$ cat src/rtl/noc_params.sv
// -----------------------------------------------------------------------------
// noc_params
// Shared NoC configuration for the router slice: default port and VC counts,
// the index widths derived from them, the matching index types, and two small
// helpers. The first computes an index width that stays at least one bit wide.
// The second advances a round-robin pointer with wrap-around that works for
// counts that are not a power of two.
// -----------------------------------------------------------------------------
package noc_params;

    // Index width for n items. Returns 1 when n <= 1 so vectors never collapse to zero width.
    function automatic int idx_width(input int n);
        return (n > 1) ? $clog2(n) : 1;
    endfunction

    localparam int PORT_NUM  = 5;
    localparam int VC_NUM    = 2;
    localparam int PORT_SIZE = idx_width(PORT_NUM);
    localparam int VC_SIZE   = idx_width(VC_NUM);

    typedef logic [PORT_SIZE-1:0] port_t;
    typedef logic [VC_SIZE-1:0]   vc_t;

    // (idx + 1) mod n, written as a compare so it never leaves [0, n-1].
    function automatic int wrap_inc(input int idx, input int n);
        return (idx + 1 >= n) ? 0 : idx + 1;
    endfunction

endpackage

$ cat src/rtl/rr_vc_allocator_if.sv
// -----------------------------------------------------------------------------
// rr_vc_allocator_if
// Bundle between the upstream input units and the VC allocator. Every field is
// a flat vector. Upstream VC [p][v] uses flat index p*VC_NUM+v.
//   vc_request_i          upstream VC [p][v] requests a downstream VC
//   out_port_i            downstream port targeted by [p][v] (PORT_SIZE bits each)
//   idle_downstream_vc_i  downstream VC [d][v] drained and releasable
//   vc_valid_o            grant to upstream VC [p][v] in this cycle
//   vc_new_o              allocated downstream VC index (VC_SIZE bits each)
//   grant_cnt_o           per-downstream-port grant counters (CNT_W bits each),
//                         present only when VC_ALLOC_PERF_EN is defined
// Modports: master = requester side, slave = allocator.
// -----------------------------------------------------------------------------
interface rr_vc_allocator_if #(
    parameter int PORT_NUM = noc_params::PORT_NUM,
    parameter int VC_NUM   = noc_params::VC_NUM
`ifdef VC_ALLOC_PERF_EN
    , parameter int CNT_W  = 16
`endif
);
    localparam int PORT_SIZE = noc_params::idx_width(PORT_NUM);
    localparam int VC_SIZE   = noc_params::idx_width(VC_NUM);

    logic [PORT_NUM*VC_NUM-1:0]           vc_request_i;
    logic [PORT_NUM*VC_NUM*PORT_SIZE-1:0] out_port_i;
    logic [PORT_NUM*VC_NUM-1:0]           idle_downstream_vc_i;
    logic [PORT_NUM*VC_NUM-1:0]           vc_valid_o;
    logic [PORT_NUM*VC_NUM*VC_SIZE-1:0]   vc_new_o;
`ifdef VC_ALLOC_PERF_EN
    logic [PORT_NUM*CNT_W-1:0]            grant_cnt_o;
`endif

    modport master (
        output vc_request_i, out_port_i, idle_downstream_vc_i,
`ifdef VC_ALLOC_PERF_EN
        input  grant_cnt_o,
`endif
        input  vc_valid_o, vc_new_o
    );

    modport slave (
        input  vc_request_i, out_port_i, idle_downstream_vc_i,
`ifdef VC_ALLOC_PERF_EN
        output grant_cnt_o,
`endif
        output vc_valid_o, vc_new_o
    );

endinterface

$ cat src/rtl/rr_arbiter.sv
// -----------------------------------------------------------------------------
// rr_arbiter
// Combinational round-robin pick among N requesters. The search starts at
// ptr_i and wraps modulo N. The first active request wins.
//   req_i  request vector
//   ptr_i  search start index (values >= N are treated as 0)
//   gnt_o  one-hot grant, all zero when there is no request
// The caller owns the pointer, so it can choose when the pointer advances.
// -----------------------------------------------------------------------------
module rr_arbiter #(
    parameter  int N  = 4,
    localparam int PW = noc_params::idx_width(N)
) (
    input  logic [N-1:0]  req_i,
    input  logic [PW-1:0] ptr_i,
    output logic [N-1:0]  gnt_o
);

    always_comb begin
        int   start;
        int   idx;
        logic found;
        // NOTE: every variable written here gets a value before any branch, so
        // no path leaves it unassigned and no latch is inferred.
        gnt_o = '0;
        found = 1'b0;
        idx   = 0;
        start = (int'(ptr_i) < N) ? int'(ptr_i) : 0;
        for (int k = 0; k < N; k++) begin
            idx = start + k;
            if (idx >= N) idx = idx - N;
            if (!found && req_i[idx]) begin
                gnt_o[idx] = 1'b1;
                found      = 1'b1;
            end
        end
    end

endmodule

$ cat src/rtl/rr_vc_allocator.sv
// -----------------------------------------------------------------------------
// rr_vc_allocator
// Separable two-stage round-robin virtual-channel allocator.
//   Stage 1: each upstream port picks one eligible VC, starting at in_ptr[p].
//   Stage 2: each downstream port picks one stage-1 winner that targets it,
//            starting at out_ptr[d].
// A winner receives the first available VC of its downstream port, searching
// from sel_ptr[d]. The grant is combinational and appears in the same cycle.
// On the clock edge the allocated VC is marked busy and the pointers that took
// part in the grant advance. Drained VCs (idle_downstream_vc_i) become
// available one cycle after they are reported.
//
// Ports
//   clk  clock
//   rst  asynchronous active-high reset
//   bus  rr_vc_allocator_if.slave (requests, targets, idle flags, grants)
//
// Build option: define VC_ALLOC_PERF_EN to add per-downstream-port saturating
// grant counters (CNT_W bits each) on bus.grant_cnt_o.
// -----------------------------------------------------------------------------
module rr_vc_allocator #(
    parameter int PORT_NUM = noc_params::PORT_NUM,
    parameter int VC_NUM   = noc_params::VC_NUM
`ifdef VC_ALLOC_PERF_EN
    , parameter int CNT_W  = 16
`endif
) (
    input  logic              clk,
    input  logic              rst,
    rr_vc_allocator_if.slave  bus
);

    localparam int PORT_SIZE = noc_params::idx_width(PORT_NUM);
    localparam int VC_SIZE   = noc_params::idx_width(VC_NUM);

    typedef logic [PORT_SIZE-1:0] pidx_t;
    typedef logic [VC_SIZE-1:0]   vidx_t;

    // ---------------------------------------------------------------- state
    logic [VC_NUM-1:0] avail_q   [PORT_NUM];
    logic [VC_NUM-1:0] avail_d   [PORT_NUM];
    vidx_t             in_ptr_q  [PORT_NUM];
    vidx_t             in_ptr_d  [PORT_NUM];
    pidx_t             out_ptr_q [PORT_NUM];
    pidx_t             out_ptr_d [PORT_NUM];
    vidx_t             sel_ptr_q [PORT_NUM];
    vidx_t             sel_ptr_d [PORT_NUM];

    // ------------------------------------------------------ request decode
    pidx_t             tgt       [PORT_NUM][VC_NUM];
    logic              tgt_ok    [PORT_NUM][VC_NUM];
    logic [VC_NUM-1:0] elig      [PORT_NUM];
    logic [PORT_NUM-1:0] port_free;

    always_comb begin
        for (int d = 0; d < PORT_NUM; d++) port_free[d] = |avail_q[d];
    end

    // A request is eligible only if its target has at least one free VC.
    // Out-of-range targets are never eligible.
    always_comb begin
        for (int p = 0; p < PORT_NUM; p++) begin
            elig[p] = '0;
            for (int v = 0; v < VC_NUM; v++) begin
                tgt[p][v]    = bus.out_port_i[(p*VC_NUM+v)*PORT_SIZE +: PORT_SIZE];
                tgt_ok[p][v] = (int'(tgt[p][v]) < PORT_NUM);
                if (tgt_ok[p][v])
                    elig[p][v] = bus.vc_request_i[p*VC_NUM+v] && port_free[tgt[p][v]];
            end
        end
    end

    // ------------------------------------------------------------- stage 1
    logic [VC_NUM-1:0] s1_gnt   [PORT_NUM];
    vidx_t             s1_vc    [PORT_NUM];
    logic              s1_valid [PORT_NUM];
    pidx_t             s1_tgt   [PORT_NUM];

    for (genvar p = 0; p < PORT_NUM; p++) begin : g_stage1
        rr_arbiter #(.N(VC_NUM)) u_arb (
            .req_i (elig[p]),
            .ptr_i (in_ptr_q[p]),
            .gnt_o (s1_gnt[p])
        );
    end

    always_comb begin
        for (int p = 0; p < PORT_NUM; p++) begin
            s1_vc[p] = '0;
            for (int v = 0; v < VC_NUM; v++)
                if (s1_gnt[p][v]) s1_vc[p] = vidx_t'(v);
            s1_valid[p] = |s1_gnt[p];
            s1_tgt[p]   = tgt[p][s1_vc[p]];
        end
    end

    // ------------------------------------------------------------- stage 2
    logic [PORT_NUM-1:0] s2_req  [PORT_NUM];
    logic [PORT_NUM-1:0] s2_gnt  [PORT_NUM];
    pidx_t               s2_win  [PORT_NUM];
    logic [PORT_NUM-1:0] d_grant;
    logic [PORT_NUM-1:0] up_grant;

    always_comb begin
        for (int d = 0; d < PORT_NUM; d++)
            for (int p = 0; p < PORT_NUM; p++)
                s2_req[d][p] = s1_valid[p] && (int'(s1_tgt[p]) == d);
    end

    for (genvar d = 0; d < PORT_NUM; d++) begin : g_stage2
        rr_arbiter #(.N(PORT_NUM)) u_arb (
            .req_i (s2_req[d]),
            .ptr_i (out_ptr_q[d]),
            .gnt_o (s2_gnt[d])
        );
    end

    always_comb begin
        up_grant = '0;
        for (int d = 0; d < PORT_NUM; d++) begin
            s2_win[d]  = '0;
            d_grant[d] = |s2_gnt[d];
            for (int p = 0; p < PORT_NUM; p++) begin
                if (s2_gnt[d][p]) begin
                    s2_win[d]   = pidx_t'(p);
                    up_grant[p] = 1'b1;
                end
            end
        end
    end

    // ---------------------------------------------- downstream VC selection
    logic [VC_NUM-1:0] sel_gnt [PORT_NUM];
    vidx_t             sel_vc  [PORT_NUM];

    for (genvar d = 0; d < PORT_NUM; d++) begin : g_select
        rr_arbiter #(.N(VC_NUM)) u_arb (
            .req_i (avail_q[d]),
            .ptr_i (sel_ptr_q[d]),
            .gnt_o (sel_gnt[d])
        );
    end

    always_comb begin
        for (int d = 0; d < PORT_NUM; d++) begin
            sel_vc[d] = '0;
            for (int v = 0; v < VC_NUM; v++)
                if (sel_gnt[d][v]) sel_vc[d] = vidx_t'(v);
        end
    end

    // --------------------------------------------------------------- outputs
    // Grants are masked while rst is high so nothing leaks out during reset.
    always_comb begin
        bus.vc_valid_o = '0;
        bus.vc_new_o   = '0;
        for (int p = 0; p < PORT_NUM; p++) begin
            for (int v = 0; v < VC_NUM; v++) begin
                bus.vc_valid_o[p*VC_NUM+v] = !rst && up_grant[p] && s1_gnt[p][v];
                if (tgt_ok[p][v])
                    bus.vc_new_o[(p*VC_NUM+v)*VC_SIZE +: VC_SIZE] = sel_vc[tgt[p][v]];
            end
        end
    end

    // ------------------------------------------------------------ next state
    // A grant only ever takes an available VC, and a release only ever sets a
    // busy one. An allocation and a release in the same cycle therefore touch
    // distinct bits, and both take effect.
    always_comb begin
        avail_d   = avail_q;
        in_ptr_d  = in_ptr_q;
        out_ptr_d = out_ptr_q;
        sel_ptr_d = sel_ptr_q;
        for (int d = 0; d < PORT_NUM; d++) begin
            if (d_grant[d]) begin
                avail_d[d][sel_vc[d]] = 1'b0;
                sel_ptr_d[d] = vidx_t'(noc_params::wrap_inc(int'(sel_vc[d]), VC_NUM));
                out_ptr_d[d] = pidx_t'(noc_params::wrap_inc(int'(s2_win[d]), PORT_NUM));
            end
            for (int v = 0; v < VC_NUM; v++)
                if (!avail_q[d][v] && bus.idle_downstream_vc_i[d*VC_NUM+v])
                    avail_d[d][v] = 1'b1;
        end
        for (int p = 0; p < PORT_NUM; p++)
            if (up_grant[p])
                in_ptr_d[p] = vidx_t'(noc_params::wrap_inc(int'(s1_vc[p]), VC_NUM));
    end

    // NOTE: state registers use non-blocking assignments so that every flop
    // samples the values from before the edge, whatever the evaluation order.
    always_ff @(posedge clk or posedge rst) begin
        if (rst) begin
            // NOTE: the availability array is made of flops, not RAM. Every
            // entry must start as free, so each one is reset explicitly.
            for (int d = 0; d < PORT_NUM; d++) begin
                avail_q[d]   <= '1;
                in_ptr_q[d]  <= '0;
                out_ptr_q[d] <= '0;
                sel_ptr_q[d] <= '0;
            end
        end else begin
            avail_q   <= avail_d;
            in_ptr_q  <= in_ptr_d;
            out_ptr_q <= out_ptr_d;
            sel_ptr_q <= sel_ptr_d;
        end
    end

`ifdef VC_ALLOC_PERF_EN
    // ------------------------------------------------ grant counters (perf)
    logic [CNT_W-1:0] cnt_q [PORT_NUM];

    always_ff @(posedge clk or posedge rst) begin
        if (rst) begin
            for (int d = 0; d < PORT_NUM; d++) cnt_q[d] <= '0;
        end else begin
            for (int d = 0; d < PORT_NUM; d++)
                if (d_grant[d] && (cnt_q[d] != {CNT_W{1'b1}}))
                    cnt_q[d] <= cnt_q[d] + CNT_W'(1);
        end
    end

    always_comb begin
        bus.grant_cnt_o = '0;
        for (int d = 0; d < PORT_NUM; d++)
            bus.grant_cnt_o[d*CNT_W +: CNT_W] = cnt_q[d];
    end
`endif

endmodule

$ cat src/flat_wrapper.sv
// flat-port wrapper written by rule: the top's interface ports become plain ports
module rr_vc_allocator_flat 
#(
    parameter int PORT_NUM = noc_params::PORT_NUM,
    parameter int VC_NUM   = noc_params::VC_NUM

)
  (clk, rst, bus_vc_request_i, bus_out_port_i, bus_idle_downstream_vc_i, bus_vc_valid_o, bus_vc_new_o);
  rr_vc_allocator_if #(.PORT_NUM(PORT_NUM), .VC_NUM(VC_NUM)) bus_i ();
  input  logic clk;
  input  logic rst;
  input wire logic [$bits(bus_i.vc_request_i)-1:0] bus_vc_request_i;
  input wire logic [$bits(bus_i.out_port_i)-1:0] bus_out_port_i;
  input wire logic [$bits(bus_i.idle_downstream_vc_i)-1:0] bus_idle_downstream_vc_i;
  output wire logic [$bits(bus_i.vc_valid_o)-1:0] bus_vc_valid_o;
  output wire logic [$bits(bus_i.vc_new_o)-1:0] bus_vc_new_o;
  assign bus_i.vc_request_i = bus_vc_request_i;
  assign bus_i.out_port_i = bus_out_port_i;
  assign bus_i.idle_downstream_vc_i = bus_idle_downstream_vc_i;
  assign bus_vc_valid_o = bus_i.vc_valid_o;
  assign bus_vc_new_o = bus_i.vc_new_o;
  rr_vc_allocator #(.PORT_NUM(PORT_NUM), .VC_NUM(VC_NUM)) u_core (.clk(clk), .rst(rst), .bus(bus_i));
endmodule
$ cat config.mk
export PLATFORM = sky130hd
export DESIGN_NAME = rr_vc_allocator_flat
export DESIGN_NICKNAME = d
export VERILOG_FILES = /design/src/rtl/noc_params.sv /design/src/rtl/rr_vc_allocator_if.sv /design/src/rtl/rr_arbiter.sv /design/src/rtl/rr_vc_allocator.sv /design/src/flat_wrapper.sv
export SDC_FILE = /design/constraint.sdc
export NUM_CORES = 1
export LEC_CHECK = 0
export ABC_AREA = 1
export BUFFER_PORTS_ARGS = -buffer_cell sky130_fd_sc_hd__buf_2
export CAP_MARGIN = 20
export CORE_MARGIN = 4
export CORE_UTILIZATION = 65
export CTS_CLUSTER_DIAMETER = 200
export CTS_CLUSTER_SIZE = 40
export DETAILED_ROUTE_END_ITERATION = 16
export HOLD_SLACK_MARGIN = 0.12
export PLACE_DENSITY = 0.9
export REMOVE_ABC_BUFFERS = 1
export SLEW_MARGIN = 0
export SYNTH_ARGS = -nofsm -noshare
export SYNTH_HDL_FRONTEND = slang
export SYNTH_HIERARCHICAL = 1
export SYNTH_SLANG_ARGS = --single-unit
$ cat constraint.sdc
create_clock -name clk -period 11.38 [get_ports clk]
set_input_delay 0.569 -clock clk [delete_from_list [all_inputs] [get_ports clk]]
set_output_delay 0.569 -clock clk [all_outputs]
set_load 0.01 [all_outputs]
==> results of run 1 <==
-- cell type report --
class                      count  area, µm²  area share [%]
clock buffer                   7        153            1.39
clock inverter                 1       7.51          0.0682
inverter                     332       1250            11.3
multi-input combinational   1571       8080            73.4
sequential                    35        888            8.07
tap                          216        270            2.45
timing repair buffer          72        363            3.30
-- worst paths after layout --
path / slack (ns) / endpoint
hold reg to reg: 0.49 / u_core/sel_ptr_q[3]
max in group asynchronous: 10.55 / u_core/avail_q[1]
min in group clk: 0.48 / u_core/avail_q[6]
hold / removal: 0.43 / u_core/in_ptr_q[1]
setup reg to reg: 6.47 / u_core/out_ptr_q[7]
setup / recovery: 5.84 / bus_vc_valid_o[2]
-- per-stage QoR --
| stage | setup WS, ns | hold WS [ns] | utilization [%] |
|---|---|---|---|
| 3_3_place_gp | 6.53 | 0.458 | 68.8 |
| 3_5_place_dp | 6.39 | 0.478 | 68.8 |
| 6_report | 5.84 | 0.429 | 69.8 |
| 4_1_cts | 6.06 | 0.447 | 69.8 |
| 2_1_floorplan | 7.43 | 0.442 | - |
| 5_1_grt | 5.49 | 0.462 | 69.8 |
-- routing by layer --
metal | global-route usage [%] | up-vias | routed length (µm)
met5 | 0 | - | 27
met2 | 54.1 | 765 | 13800
met1 | 46.8 | 5691 | 13200
li1 | - | 6396 | -
met4 | 13.5 | 4 | 1530
met3 | 7.79 | 139 | 3840
-- sequential cells by signal, indices dropped and copies added, names as in the netlist --
signal            cells
u_core/out_ptr_q     15
u_core/avail_q       10
u_core/in_ptr_q       5
u_core/sel_ptr_q      5
-- critical path, delay by kind of cell, from the launching register on --
kind / cells / cell delay, ns
AND/OR/NAND/NOR: 18 / 2.72
AO/OA/AOI/OAI: 3 / 0.79
buffers and inverters: 7 / 0.60
flip-flops: 1 / 0.56
==> key figures, run 1 <==
CTS
  • Hold buffer count at cts: 0
  • Clock Latency Late Sink: 0.29 ns
  • Clk slew on worst S/H paths: ~0.060 ns
  • CTS Buf Count: 5
  • CTS tree: yes
  • Setup bufs post-CTS: 0
  • CTS sink cnt: 35
  • Clk root buf: clkbuf_16
  • Post-cts resize count: 0
  • Clk buf depth: 2
  • CTS H-tree lvls: 2

Layout
  • Ant diodes: 0
  • Final instance area: between 0.01 and 0.015 mm²
  • Syn-to-layout area delta: 5.72%
  • Fin cells: about 2200
  • Most common cell after layout, fill and taps aside: nand2_1
  • Most frequent cells in the layout: nand2_1, inv_1, nor2_1
  • Fill cells: roughly 1500
  • Final #Nets: 2136
  • Layout cells sized above 1: between 10% and 20%

Routing
  • Starting DRT DRC Count: 1556
  • Routed vias: ~13000
  • Residual DRC: 0
  • Vias per inst: 5.82
  • First-pass DRT Iterations: 6
  • Detailed Route WL: ~32000 µm
  • ANT nets after route: 0
  • Drt wl/cell: roughly 14 µm

STA
  • Hold Vio Cnt, Final: 0
  • RSZ-0062 raised after global routing: no
  • Period utilization: just under 50%
  • Setup TNS: 0 ns
  • Tmin final: around 5.5 ns
  • Max-slew headroom: around a third
  • Clock Skews: a little over 0.009 ns
  • Final setup viols: 0
  • Achievable Freq: approximately 180 MHz
  • Max-slew violations: 0
  • Slew @ Worst Pin: 1.02 ns

Worst setup path
  • CP max-delay cell: dfstp_2
  • Crit Path Max Fanout: 10
  • CP required: 10.81 ns
  • Worst setup path start: u_core/avail_q[8]
  • Crit end category: primary output
  • Crit path kind: flop to primary output
  • FF-to-FF path depth: 28
  • Worst Path Arrival: 4.98 ns
  • R2r startpoint: u_core/avail_q[8]
  • CP startpoint kind: flop
  • CP max stage delay: between 0.5 and 0.6 ns
  • Most numerous cell on the critical path: nand2_1

Die
  • Die area: 0.0181 mm²
  • Initial Utilization: approximately 66%
  • I/O pin count: 72
  • Chip height: approximately 130 µm
  • Die width: between 100 and 150 µm
  • Core Footprint: 0.0158 mm²
  • Core Rows: 46

Synthesis
  • YS warnings: 6
  • Avg Inst Size Synth: approximately 5.3 µm²
  • Post-Syn Area: between 0.01 and 0.015 mm²
  • Synthesized instance count: about 2000

Global route
  • Tot GR Track Use: 34.7%
  • Largest net degree at the start of global routing: 43
  • Vias in the first global route: approximately 11000
  • Gr ovfl total: 0
  • First-pass GRT wire length: ~53000 µm
  • Antenna violations before repair: 3

Place
  • Dpl hpwl: about 26000 µm
  • PortBufs: ~70
  • Post-Place Cell Area: 0.0108 mm²
  • Placed Cells: 2226
  • RePlAce Congestion: 0.970

Outcome
  • Status: finished, final reports clean

Worst hold path
  • HP Class: input pin to asynchronous set/reset pin

Flow run
  • Max-cap violations: 0
Power of run 1 is left out: the tool's default activity adds up to more than one toggle a clock period on the data nets, which glitch-free logic cannot reach.
==> run 2: changes to the inputs <==
Settings changed: ABC_AREA 1 to 0, CORE_UTILIZATION 65 to 58, PLACE_DENSITY 0.9 to 0.85.
Clock period 11.38 ns to 4.5 ns, I/O delays scaled along.
==> key figures, run 2 <==
Outcome
  • Status: did not finish
  • Last stage reached: global routing
  • Run Error: [ERROR GRT-0232] Routing congestion too high. Check the congestion heatmap in the GUI.

STA
  • Post-GRT worst EP: bus_vc_valid_o[7]
  • Worst End Pin Type: top-level output

CTS
  • Clk buf depth: 2 (unchanged)
  • CTS H-tree lvls: 2 (unchanged)
  • CTS Buf Count: 5 (unchanged)
  • Hold buffer count at cts: 0 (unchanged)
  • CTS sink cnt: 35 (unchanged)
  • Clk root buf: clkbuf_16

Synthesis
  • Post-Syn Area: 0.0105 mm² (+0.65%)
  • Avg Inst Size Synth: 7.42 µm² (+40%)
  • Synthesized instance count: 1412 (-28%)
  • YS warnings: 6 (unchanged)

Die
  • Die width: 142 µm (+5.8%)
  • Core Rows: 48 (+4.3%)
  • Initial Utilization: 60.0% (-6.1 points)
  • I/O pin count: 72 (unchanged)
  • Chip height: 142 µm (+5.8%)

Place
  • PortBufs: 71 (unchanged)
  • RePlAce Congestion: 1.13 (+16%)
  • Dpl hpwl: 30000 µm (+15%)

Global route
  • Antenna violations before repair: 21
  • Largest net degree at the start of global routing: 36
  • Gr ovfl total: between 50 and 60
  • Tot GR Track Use: roughly three quarters
run 2: layer usage:
layer  track usage, %  overflow
met3             69.0         3
met2             89.0        29
met1             74.5         3
met5             40.0         0
met4             71.8        19
run 2: metrics by stage:
step	setup TNS, ns	hold slack, ns	std cells	instance area [µm²]	setup slack, ns
after CTS	-4.30	0.149	1915	13400	-0.350
after detailed placement	-8.20	0.457	1875	12600	-0.494
after global placement	-3.79	0.448	1875	12600	-0.354
after floorplan	-0.0555	0.344	1333	10100	-0.0257
run 2: what timing repair did:
item                                   in CTS
endpoints found under the hold margin       0
setup endpoints to repair                  39
pin swaps                                  39
buffers inserted                           32
resized for setup                         117
gates cloned                                1
==> run 3: changes to the inputs <==
Settings changed: CORE_UTILIZATION 58 to 40, CTS_CLUSTER_DIAMETER 200 to default, CTS_CLUSTER_SIZE 40 to default, HOLD_SLACK_MARGIN 0.12 to default, PLACE_DENSITY 0.85 to default, PLACE_DENSITY_LB_ADDON from default to 0.15.
Clock period 4.5 ns to 5.9 ns, I/O delays scaled along.
==> key figures, run 3 <==
Outcome
  • Status: finished, final reports clean

Worst setup path
  • Crit Path Max Fanout: 12
  • CP required: around 5.6 ns
  • R2R setup slack: between 0.7 and 0.8 ns
  • Worst setup path start: u_core/avail_q[9]
  • FF-to-FF path depth: 18
  • Crit path kind: flop to primary output
  • Crit end category: primary output
  • End of the critical path: bus_vc_valid_o[1]
  • Worst flop-to-flop path endpoint: u_core/sel_ptr_q[3]
  • R2r startpoint: u_core/avail_q[9]
  • CP startpoint kind: flop
  • Worst Path Arrival: between 5 and 6 ns

Global route
  • First-pass GRT wire length: ~57000 µm
  • Largest net degree at the start of global routing: 34
  • Antenna violations before repair: 1
  • Tot GR Track Use: around 24%
  • Vias in the first global route: roughly 10000
  • Gr ovfl total: 0

STA
  • Max-slew headroom: a little over a fifth
  • Period utilization: 96.5%
  • Max-slew violations: 0
  • Achievable Freq: roughly 180 MHz
  • Hold Vio Cnt, Final: 0
  • Clock Skews: approximately 0.0054 ns
  • Final setup viols: 0
  • Slew @ Worst Pin: around 1.2 ns
  • Tmin final: between 5 and 6 ns

CTS
  • Setup bufs post-CTS: 0 (-100%)
  • Clk buf depth: 2 (unchanged)
  • Clk root buf: clkbuf_16
  • Clock Latency Late Sink: 0.28 ns
  • CTS sink cnt: 35 (unchanged)
  • CTS tree: yes
  • CTS H-tree lvls: 2 (unchanged)
  • CTS Buf Count: 5 (unchanged)
  • Hold buffer count at cts: 0 (unchanged)
  • Clk slew on worst S/H paths: 0.06 ns

Die
  • I/O pin count: 72 (unchanged)
  • Die area: between 0.02 and 0.03 mm²
  • Chip height: 170 µm (+19%)
  • Core Footprint: between 0.02 and 0.03 mm²
  • Die width: 170 µm (+19%)
  • Core Rows: 58 (+21%)
  • Initial Utilization: 41.1% (-19 points)

Routing
  • Drt wl/cell: a little over 20 µm
  • ANT nets after route: 0
  • Routed vias: around 11000
  • First-pass DRT Iterations: 8
  • Residual DRC: 0
  • Detailed Route WL: around 36000 µm
  • Vias per inst: around 6.4
  • Starting DRT DRC Count: approximately 1100

Layout
  • Largest register FFs: 15
  • Largest regs: u_core/out_ptr_q x15, u_core/avail_q x10
  • Most frequent cells in the layout: nor2_1, inv_1, nand2_1
  • Fill cells: 2650
  • Final Core Density: between 40% and 50%
  • Fin cells: between 1500 and 2000
  • Syn-to-layout area delta: 8.62%
  • Register name with the most flops: u_core/out_ptr_q
  • Most common cell after layout, fill and taps aside: nor2_1
  • Final #Nets: 1571
  • Layout cells sized above 1: ~17%

Worst hold path
  • HP Class: input pin to asynchronous set/reset pin

Synthesis
  • YS warnings: 6 (unchanged)
  • Avg Inst Size Synth: 7.42 µm² (unchanged)
  • Post-Syn Area: 0.0105 mm² (unchanged)
  • Synthesized instance count: 1412 (unchanged)

Place
  • Dpl hpwl: 28100 µm (-6.3%)
  • RePlAce Congestion: 0.947 (-16%)
  • PortBufs: 71 (unchanged)
  • Placed Cells: 1772 (-5.5%)

Flow run
  • Max-cap violations: 0
==> run 3: final cells by class <==
| class | instances | area (µm²) | area share [%] |
|---|---|---|---|
| clock buffers | 6 | 139 | 1.22 |
| inverters | 117 | 440 | 3.87 |
| well taps | 330 | 413 | 3.63 |
| multi-input cells | 1181 | 8800 | 77.3 |
| flip-flops and latches | 35 | 888 | 7.80 |
| repair buffers | 112 | 663 | 5.82 |
| clock inverters | 2 | 35.0 | 0.308 |
| diodes | 2 | 5.00 | 0.0440 |
==> run 3: stage by stage <==
| stage | hold slack [ns] | TNS (ns) | setup slack, ns | instance area (µm²) |
|---|---|---|---|---|
| global route | 0.232 | -0.0254 | -0.0137 | 11400 |
| detailed placement | 0.466 | 0 | 0.276 | 11100 |
| CTS | 0.215 | 0 | 0.137 | 11300 |
| floorplan | 0.414 | 0 | 1.33 | 10100 |
| finish | 0.228 | 0 | 0.209 | 11400 |
| global placement | 0.464 | 0 | 0.352 | 11100 |
==> run 3: routing by layer <==
layer  track usage (%)  vias up  part of all wire (%)
met2              37.5      461                    44
met5                 0        -                     0
met3              3.16       45                   7.2
met1              35.4     5479                    46
met4              5.71        0                   2.2
li1                  -     5508                     -
==> run 3: worst min path at each step <==
stage	endpoint	cells after the start	from
2_1_floorplan	u_core/avail_q[1]	2	bus_idle_downstream_vc_i[9]
3_3_place_gp	u_core/sel_ptr_q[4]	1	u_core/sel_ptr_q[4]
3_5_place_dp	u_core/sel_ptr_q[4]	1	u_core/sel_ptr_q[4]
4_1_cts	u_core/avail_q[6]	2	rst
5_1_grt	u_core/avail_q[7]	2	rst
6_report	u_core/avail_q[6]	2	rst
==> run 3: timing repair <==
item                       in CTS  in global routing
gates cloned                    0                  0
setup endpoints to repair       2                 10
gates resized for setup         2                 17
==> run 3: critical path, cell delays in order, from the launching register on <==
cell and delay, ns:
dfstp_2 0.37, or2_1 0.37, buf_4 0.22, a21o_1 0.15
o311a_1 0.35, a21boi_2 0.40, and3b_1 0.23, a21oi_1 0.22
nor2_2 0.15, nor3b_1 0.21, o21ai_0 0.10, a32o_1 0.29
and2_4 0.17, a211oi_4 0.33, nand2_1 0.15, o21ai_1 0.41
or4_1 0.18, nor2_1 0.07, nor3b_1 0.47, buf_2 0.23
Power of run 3 is left out for the same reason.
==> run 4: changes to the inputs <==
Settings changed: GPL_ROUTABILITY_DRIVEN from default to 0, RECOVER_POWER from default to 25, REMOVE_ABC_BUFFERS 1 to default.
==> key figures, run 4 (synthesized netlist as in run 3, its figures left out) <==
Place
  • Pre-CTS setup slack: 0.327 ns (+0.0518 ns)
  • PortBufs: 71 (unchanged)
  • Dpl hpwl: 28600 µm (+1.8%)
  • Placed Cells: 1779 (+0.40%)

Die
  • Initial Utilization: 41.1% (unchanged)
  • Core Footprint: 0.0255 mm² (unchanged)
  • Die area: 0.0289 mm² (unchanged)
  • Chip height: 170 µm (unchanged)
  • Core Rows: 58 (unchanged)
  • Die width: 170 µm (unchanged)
  • I/O pin count: 72 (unchanged)

Global route
  • Gr ovfl total: 0 (unchanged)
  • Largest net degree at the start of global routing: 30 (-12%)
  • First-pass GRT wire length: 58900 µm (+2.8%)
  • Vias in the first global route: 10700 (+3.0%)
  • Tot GR Track Use: 24.6% (+0.48 points)
  • Antenna violations before repair: 2 (+1)

CTS
  • CTS sink cnt: 35 (unchanged)
  • Clk buf depth: 2 (unchanged)
  • CTS H-tree lvls: 2 (unchanged)
  • Clk slew on worst S/H paths: 0.06 ns (about the same)
  • Clock Latency Late Sink: 0.29 ns (about the same)
  • CTS Buf Count: 5 (unchanged)
  • CTS tree: yes
  • Clk root buf: clkbuf_16
  • Setup bufs post-CTS: 0 (unchanged)

Layout
  • Syn-to-layout area delta: 8.88%
  • Final #Nets: 1575 (+0.25%)
  • Most common cell after layout, fill and taps aside: nor2_1
  • Largest register FFs: 15 (unchanged)
  • Most frequent cells in the layout: nor2_1, inv_1, nand2_1
  • Fill cells: 2577 (-2.8%)
  • Largest regs: u_core/out_ptr_q x15, u_core/avail_q x10
  • Fin cells: 1787 (+0.11%)
  • Final Core Density: 44.8% (+0.11 points)
  • Register name with the most flops: u_core/out_ptr_q
  • Layout cells sized above 1: 17.4% (+0.30 points)
  • Ant diodes: 0 (-2)

Worst setup path
  • CP required: 5.61 ns (about the same)
  • CP max stage delay: 0.69 ns (+0.22 ns)
  • Crit path kind: flop to primary output
  • Crit Path Max Fanout: 13 (+1)
  • CP startpoint kind: flop
  • Crit end category: primary output
  • Cells along the critical path: nor3_1 > a211oi_1 > o311a_1 > a21boi_1 > nor4bb_1 > a31oi_1 > nor2b_1 > inv_1 > o311ai_0 > nand2_1 > and4b_1 > a221oi_1 > o211ai_2 > or4_1 > nor2_2 > nor3b_1 > buf_2
  • Worst Path Arrival: 5.26 ns (-0.14 ns)
  • CP max-delay cell: dfstp_2

STA
  • Max-slew violations: 30 (+30)
  • Period utilization: 94.2% (-2.2 points)
  • Clock Skews: 0.00724 ns (+0.00185 ns)
  • Tmin final: 5.56 ns (-0.133 ns)
  • Achievable Freq: 180 MHz (+2.4%)
  • Slew @ Worst Pin: 1.68 ns (+0.516 ns)
  • Final setup viols: 0 (unchanged)
  • Hold Vio Cnt, Final: 0 (unchanged)
  • Final WS setup: 0.342 ns (+0.133 ns)
  • Max-slew headroom: -12.3% (-34 points)
  • Setup TNS: 0 ns (unchanged)
  • RSZ-0062 raised after global routing: yes

Routing
  • Drt wl/cell: 20.7 µm (+1.2%)
  • Vias per inst: 6.50 (+0.97%)
  • Routed vias: 11600 (+1.1%)
  • Detailed Route WL: 36900 µm (+1.3%)
  • Starting DRT DRC Count: 1216 (+5.9%)
  • Residual DRC: 0 (unchanged)
  • First-pass DRT Iterations: 6 (-2)
  • ANT nets after route: 0 (unchanged)

Synthesis
  • Post-Syn Nets: ~1500

Outcome
  • Failing checks: capacitance limit, slew limit
  • Status: complete, but fails checks

Worst hold path
  • HP Class: input pin to asynchronous set/reset pin

Flow run
  • Max-cap violations: 1 (+1)
run 4: cell count changes in the layout (fill, tap and decap cells not counted), sizes merged:
cell	delta
buf	+3
clkinv	-1
diode	-2
clkbuf	+1
clkinvlp	+1
run 4: timing repair:
| item | CTS | global route |
|---|---|---|
| gates resized for setup | 0 | 22 |
| endpoints found under the hold margin | 0 | 0 |
| hold buffers | 0 | 0 |
| setup endpoints to repair | 0 | 10 |
run 4: critical path, delay by kind of cell (launching register included):
kind	cells	cell delay [ns]
flops	1	0.69
buf+inv	2	0.29
compound gates	7	1.99
simple gates	8	2.00
run 4: path summary, 6_finish.rpt:
| check | end | slack [ns] | startpoint | cells past startpoint |
|---|---|---|---|---|
| worst min register to register | u_core/sel_ptr_q[4] | 0.48 | u_core/sel_ptr_q[4] | 1 |
| worst min-delay path | u_core/out_ptr_q[10] | 0.12 | rst | 2 |
| worst max-delay path | bus_vc_valid_o[2] | 0.34 | u_core/avail_q[7] | 17 |
| worst max register to register | u_core/out_ptr_q[10] | 0.86 | u_core/out_ptr_q[11] | 16 |
| max in group asynchronous | u_core/out_ptr_q[14] | 3.79 | rst | 3 |
| min in group clk | u_core/avail_q[6] | 0.23 | bus_idle_downstream_vc_i[2] | 3 |
run 4: stage by stage:
stage                     hold WS [ns]  area [µm²]
after detailed placement         0.421       11200
final                            0.121       11400
after global routing             0.144       11400
after floorplan                  0.414       10500
after CTS                        0.112       11400
after global placement           0.422       11200
run 4: final cells by class:
type	instances	area, µm²	area share (%)
Clock buffer	6	139	1.22
Clock inverter	2	38.8	0.340
Inverter	117	444	3.89
Multi-Input combinational cell	1181	8800	77.1
Sequential cell	35	890	7.80
Tap cell	330	413	3.62
Timing Repair Buffer	116	689	6.04
run 4: metal layers:
layer	global-route usage, %	part of all wire [%]
met1	35.3	45
met2	39.0	45
met3	3.18	7.7
met4	6.37	2.3
met5	0	0.057
Power of run 4 is left out for the same reason.
